==> config.mk <==
export PLATFORM = sky130hd
export DESIGN_NAME = neuron_mac
export DESIGN_NICKNAME = d
export VERILOG_FILES = /design/src/rtl/neuron_mac.sv
export SDC_FILE = /design/constraint.sdc
export NUM_CORES = 1
export LEC_CHECK = 0
export BUFFER_PORTS_ARGS = -buffer_cell sky130_fd_sc_hd__clkbuf_2
export CAP_MARGIN = 20
export CORE_MARGIN = 1
export CORE_UTILIZATION = 58
export DETAILED_ROUTE_END_ITERATION = 6
export GPL_TIMING_DRIVEN = 0
export PLACE_DENSITY = 0.77
export SYNTH_ARGS = -nofsm -noshare
export SYNTH_HDL_FRONTEND = slang
export SYNTH_SLANG_ARGS = --single-unit
==> constraint.sdc <==
create_clock -name clk -period 7.9 [get_ports clk]
set_input_delay 0.395 -clock clk [delete_from_list [all_inputs] [get_ports clk]]
set_output_delay 0.395 -clock clk [all_outputs]
set_load 0.01 [all_outputs]
==> src/rtl/neuron_mac.sv <==
// Serial signed MAC neuron: bias + sum of floor(x*w) over N_INPUTS beats.
// Optional accumulator clamping via NEURON_MAC_ACC_SAT_EN (wraps when undefined).
module neuron_mac #(
  parameter int N_INPUTS = 3,
  parameter int G        = 2,
  parameter int QM       = 6,
  parameter int QN       = 10
) (
  input  logic                  clk,
  input  logic                  rst,
  input  logic                  in_valid,
  output logic                  in_ready,
  input  logic [QM+QN-1:0]      x,
  input  logic [QM+QN-1:0]      w,
  input  logic [QM+QN+G-1:0]    bias,
  output logic                  out_valid,
  input  logic                  out_ready,
  output logic [QM+QN+G-1:0]    acc_out
);

  localparam int W  = QM + QN + G;
  localparam int OW = QM + QN;
  localparam int PW = 2 * OW;
  localparam int CW = $clog2(N_INPUTS + 1);

  localparam logic [W-1:0] MAX_W = {1'b0, {(W-1){1'b1}}};
  localparam logic [W-1:0] MIN_W = {1'b1, {(W-1){1'b0}}};
  localparam logic signed [PW-1:0] P_MAX =
    {{(PW-W+1){1'b0}}, {(W-1){1'b1}}};
  localparam logic signed [PW-1:0] P_MIN =
    {{(PW-W+1){1'b1}}, {(W-1){1'b0}}};

  typedef enum logic [1:0] {
    IDLE,
    ACC,
    HOLD
  } state_t;

  state_t          state_q, state_d;
  logic [CW-1:0]   cnt_q, cnt_d;
  logic [W-1:0]    acc_q, acc_d;

  logic signed [PW-1:0] p_full;
  logic signed [PW-1:0] p_shr;
  logic [W-1:0]         p;
  logic [W-1:0]         base;
  logic [W:0]           sum;
  logic [W-1:0]         sum_w;
  logic                 beat;

  // Product is floored by the arithmetic shift, then clamped to W bits.
  always_comb begin
    p_full = $signed(x) * $signed(w);
    p_shr  = p_full >>> QN;
    if (p_shr > P_MAX) begin
      p = MAX_W;
    end else if (p_shr < P_MIN) begin
      p = MIN_W;
    end else begin
      p = p_shr[W-1:0];
    end
  end

  always_comb begin
    base = (state_q == IDLE) ? bias : acc_q;
    sum  = {base[W-1], base} + {p[W-1], p};
`ifdef NEURON_MAC_ACC_SAT_EN
    if (sum[W] != sum[W-1]) begin
      sum_w = sum[W] ? MIN_W : MAX_W;
    end else begin
      sum_w = sum[W-1:0];
    end
`else
    sum_w = sum[W-1:0];
`endif
  end

  always_ff @(posedge clk) begin
    if (rst) begin
      state_q <= IDLE;
      cnt_q   <= '0;
      acc_q   <= '0;
    end else begin
      state_q <= state_d;
      cnt_q   <= cnt_d;
      acc_q   <= acc_d;
    end
  end

  assign beat = in_valid && in_ready;

  always_comb begin
    state_d = state_q;
    cnt_d   = cnt_q;
    acc_d   = acc_q;
    unique case (state_q)
      IDLE: begin
        if (beat) begin
          acc_d   = sum_w;
          cnt_d   = CW'(1);
          state_d = (N_INPUTS == 1) ? HOLD : ACC;
        end
      end
      ACC: begin
        if (beat) begin
          acc_d = sum_w;
          cnt_d = cnt_q + CW'(1);
          if (cnt_q == CW'(N_INPUTS - 1)) begin
            state_d = HOLD;
          end
        end
      end
      HOLD: begin
        if (out_ready) begin
          state_d = IDLE;
          cnt_d   = '0;
        end
      end
      default: begin
        state_d = IDLE;
        cnt_d   = '0;
      end
    endcase
  end

  always_comb begin
    in_ready  = (state_q != HOLD);
    out_valid = (state_q == HOLD);
  end

  assign acc_out = acc_q;

endmodule

Word-level counts from Yosys, hierarchy flattened
Index checks and enable logic that the tools add are counted.
Widths: inputs -> output; s select.
- register bits after elaboration: 22
- output and inout bits: 20
- word-level logic and storage cells: 32
- $add $sub $neg: 2
- multiply operators: 1
- $lt $le $gt $ge: 2
- eq/ne operators: 8
- multiplexer cells: 10
- reduce and logical (&&, ||, !) cells: 6
- operator list (kind ; count):
    $mux 18 ; 3
    $mul 16x16->32 ; 1
    $gt 22x18->1 const B ; 1
    $lt 22x18->1 const B ; 1
    $add 18x18->18 ; 1
    $pmux 2 s3 ; 2
    $mux 2 ; 5
    $ne 2x2->1 const B ; 4
    $eq 2x2->1 const B ; 2
    $reduce_and 4->1 ; 1
    $reduce_and 3->1 ; 1
    $add 2x1->2 const B ; 1
    $eq 2x1->1 const B ; 1
    $logic_not 2->1 ; 1
    $ne 2x1->1 const B ; 1
    $reduce_and 2->1 ; 1
    $reduce_or 2->1 ; 1
    $logic_and 1x1->1 ; 1

Logic depth before layout (Yosys ltp)
- depth after elaboration: 5
- depth in mapped cells: 38
- gate-level depth less buffers: 36

Worst setup path before layout
Ideal clock, no wire load.
- path kind: input port to flip-flop
- start point: input port w[1]
- end point: register acc_q[17] (netlist: acc_out[17])
- data arrival time: 8.628 ns
- slack: -0.820 ns
- stages on the path: 35
- path buffers: 3
- path through: clkbuf_1 nand2_1 inv_1 fa_1 fa_1 fa_1 fa_1 fa_1 inv_1 fa_1 inv_1 ha_1 a21o_1 a21o_1 a21o_1 a21o_1 a32oi_4 nand3_4 o311ai_2 nand2_2 a41o_1 buf_2 buf_2 a21o_1 ha_1 or2_2 a221oi_1 a31oi_1 a41oi_1 a21oi_1 a211oi_2 o21ai_1 a21o_1 and3_1 o32ai_1
- word-level cells in the longest chain between the ends: 5
- elaborated cells on any way between the ends: 6
- classes of those cells: 1 x add/sub; 1 x mul; 2 x order compare; 2 x mux
- RTL lines (element ; RTL line ; RTL):
    from (decl) ; 14 ; input logic [QM+QN-1:0] w,
    $mul 16x16->32 * ; 53 ; p_full = $signed(x) * $signed(w);
    $lt 22x18->1 ; 57 ; end else if (p_shr < P_MIN) begin
    $mux 18 ; 57 ;
    $mux 18 * ; 55 ; if (p_shr > P_MAX) begin
    $add 18x18->18 * ; 66 ; sum = {base[W-1], base} + {p[W-1], p};
    to (signal assigned) ; 82 ; acc_q <= '0;
    to (signal assigned) ; 86 ; acc_q <= acc_d;
    to (decl) ; 41 ; logic [W-1:0] acc_q, acc_d;
Mark *: on every way between the ends. The rest lies on a longest branch, timed or not.
A chain may end at the register's enable or synchronous reset.

Final worst setup path
- start point: input port w[13]
- end point: register acc_q[17] (netlist: acc_out[17])
The elaborated chain is that of the path after synthesis.

==> impl_metrics.env <==
export IMPL_die_w_um=143
export IMPL_grt_antenna_before_repair=0
export IMPL_clkTransAtPathRegs_ns=0.06
export IMPL_max_slew_margin_rel_pct=54.8
export IMPL_synth_async_sr_flop_share_pct=0
export IMPL_detail_route_drc_violations=0
export IMPL_fp_dieArea_mm2=0.0205
export IMPL_r2r_cells=16
export IMPL_drt_iter0_drc=564
export IMPL_vias_in_the_first_global_route=10400
export IMPL_startpoint_type="primary input"
export IMPL_synth_area_top_cells="fa_1 45%, ha_1 11%, inv_1 9.8%"
export IMPL_drive_above_1_share_pct=21.6
export IMPL_post_drt_wl_per_cell_um=17.7
export IMPL_r2r_start="state_q[1]$_SDFFE_PP0P_"
export IMPL_timing_fmax_mhz=118
export IMPL_layout_common_cells="289 x inv_1, 248 x fa_1, 154 x nand2_1"
export IMPL_grt_max_degree=13
export IMPL_layout_worst_path_cycle_share_pct=107
export IMPL_layout_area_overhead_vs_synth_pct=23.1
export IMPL_finalMaxSlewViolations=0
export IMPL_cts_inserted_buffers=3
export IMPL_synth_largest_type_area_fraction_pct=45.4
export IMPL_die_h_um=143
export IMPL_synth_cell_type_count=60
export IMPL_max_cap_viol_count=0
export IMPL_critical_path_depth=36
export IMPL_finalSetupViolations=11
export IMPL_finalHoldWorstSlack_ns=0.442
export IMPL_initial_utilization_pct=59.2
export IMPL_setup_worst_path_start="w[13]"
export IMPL_timing_final_ws_setup_ns=-0.560
export IMPL_clock_skew_ns=0.00254
export IMPL_finalHoldViolations=0
export IMPL_seq_area_frac_synth_pct=3.81
export IMPL_critPathRequiredTime_ns=8.07
export IMPL_clock_tree_from_tritoncts="yes"
export IMPL_setup_worst_path_end_class="flip-flop"
export IMPL_syn_area_per_cell_um2=8.96
export IMPL_critPathMaxFanout=10
export IMPL_syn_area_mm2=0.0116
export IMPL_crit_top_cell="fa_1"
export IMPL_synth_seq_cells=22
export IMPL_setup_repair_after_global_routing_missed_its_margin="yes"
export IMPL_worst_path_arrival_time_ns=8.63
export IMPL_layout_cells_most_common="inv_1"
export IMPL_grt_overflow_total=0
export IMPL_yosysWarningCount=0
export IMPL_synth_top_flop_cell="dfxtp_1"
export IMPL_start_to_end_type_of_the_worst_setup_path="primary input to flip-flop"
export IMPL_timing_critical_path_to="acc_out[17]$_SDFFE_PP0P_"
export IMPL_worst_r2r_setup_slack_ns=3.39
export IMPL_gpl_final_weighted_congestion=0.934
export IMPL_critical_path_top_delay_family="adder cells"
export IMPL_worst_slew_pin_transition_ns=0.678
export IMPL_r2r_end="acc_out[17]$_SDFFE_PP0P_"
export IMPL_hold_class="primary input to flip-flop"
export IMPL_post_synth_edffs=0
export IMPL_design_area_mm2=0.0142
export IMPL_outcome="finished with violations"
export IMPL_cts_hold_buffers_added=0
export IMPL_drt_vias_per_instance=5.54
export IMPL_clock_sink_count=22
export IMPL_place_detailed_hpwl_um=22700
export IMPL_cts_root_buffer="clkbuf_16"
export IMPL_clock_path_buffers=2
export IMPL_vias=9461
export IMPL_placed_cell_area_mm2=0.0124
export IMPL_finish_net_count=1857
export IMPL_fp_row_count=51
export IMPL_violations="negative setup slack"
export IMPL_wirelength_um=30300
export IMPL_synth_top_cell_by_area="fa_1"
export IMPL_synthesized_netlist_cell_count=1290
export IMPL_skew_pair_late_insertion_delay_ns=0.26
export IMPL_final_min_clock_period_ns=8.46
export IMPL_max_stage_delay_ns=0.56
export IMPL_grt_pass1_wl_um=50900
export IMPL_port_buffers=73
export IMPL_htree_levels=1
export IMPL_grt_use_total_pct=32.4
export IMPL_mappedNetlistNets=1703
export IMPL_path_buf_inv=7
export IMPL_top_level_ports=74
export IMPL_postRouteAntennaNets=0
export IMPL_core_area_mm2=0.0195
export IMPL_drt_pre_antenna_iters=5
export IMPL_antenna_cells_inserted=0
export IMPL_cpMaxStageDelayCell="fa_1"
flip-flops by register name, indices dropped and copies added (netlist names):
signal / flops
acc_out: 18
cnt_q: 2
state_q: 2
tightest hold or removal path, cell delays in order:
cell and delay (ns):
clkbuf_2 0.09, or3_1 0.11, a21oi_1 0.06
repair_timing:
| item | in CTS | in global routing |
|---|---|---|
| gates cloned | 5 | 0 |
| setup endpoints to repair | 14 | 14 |
| buffers inserted | 74 | 16 |
| pin swaps | 82 | 54 |
| resized for setup | 186 | 49 |
kinds of logic (layout without fill, tap and decap cells):
kind of cell	Yosys count	count (layout)	synth area share (%)
AND/OR/NAND/NOR	374	374	16.1
adder cells (fa/ha/maj)	359	359	55.9
buffers and inverters	348	501	11.5
AO/OA/AOI/OAI	125	125	7.58
XOR/XNOR	41	41	3.11
flip-flops	22	22	3.81
multiplexers	21	21	2.00
metrics by stage:
step           setup WS [ns]  util (%)  instances  TNS, ns
6_report              -0.560      72.8       1708    -3.26
3_3_place_gp           -1.38      63.7       1628   -11.67
2_1_floorplan         -0.281         -       1290   -0.602
4_1_cts               -0.364      72.0       1705    -1.84
5_1_grt               -0.835      72.8       1708    -6.50
3_5_place_dp           -1.48      63.7       1628   -13.44
synth_stat cells, drive strengths merged, types with 2 or more instances:
master and number:
nor2b 5, mux2i 4, o31a 2, o21ai 12, nor3 8, xor2 7, ha 97, a21o 34
nand2 164, inv 303, o21bai 2, nand2b 11, a211o 3, a41oi 2, a22oi 2, a31o 2
fa 262, dfxtp 22, a31oi 4, a211oi 4, buf 6, mux2 17, nor2 28, nand3 14
o211ai 5, nand4 5, a21oi 38, and3 9, o21a 2, or2 2, and2 124, xnor2 34
a21boi 2, clkbuf 39
routing by layer:
| layer | GRT usage (%) | vias to the layer above | share of wire, % |
|---|---|---|---|
| met5 | 0 | - | 0 |
| met3 | 4.23 | 136 | 6.1 |
| met2 | 56.6 | 364 | 50 |
| li1 | - | 4197 | - |
| met4 | 16.2 | 0 | 5.6 |
| met1 | 39.2 | 4764 | 38 |
worst min path at each step:
| stage | from | endpoint | slack [ns] | cells past startpoint |
|---|---|---|---|---|
| 6_report | out_ready | cnt_q[1]$_SDFFE_PP0P_ | 0.44 | 3 |
| 5_1_grt | rst | acc_out[17]$_SDFFE_PP0P_ | 0.45 | 2 |
| 4_1_cts | out_ready | cnt_q[1]$_SDFFE_PP0P_ | 0.44 | 3 |
| 3_3_place_gp | acc_out[7]$_SDFFE_PP0P_ | acc_out[7]$_SDFFE_PP0P_ | 0.45 | 2 |
| 3_5_place_dp | acc_out[12]$_SDFFE_PP0P_ | acc_out[12]$_SDFFE_PP0P_ | 0.46 | 2 |
| 2_1_floorplan | acc_out[10]$_SDFFE_PP0P_ | acc_out[10]$_SDFFE_PP0P_ | 0.49 | 2 |
area by class of cell:
cell class | instances | area, µm²
fill | 1347 | 5310
timing repair buffer | 149 | 1280
inverter | 303 | 1140
buffer | 45 | 623
sequential | 22 | 440
clock buffer | 4 | 88.8
tap | 265 | 332
multi-input combinational | 920 | 10300
Power is left out: the tool's default activity adds up to more than one toggle a clock period on the data nets, which glitch-free logic cannot reach.
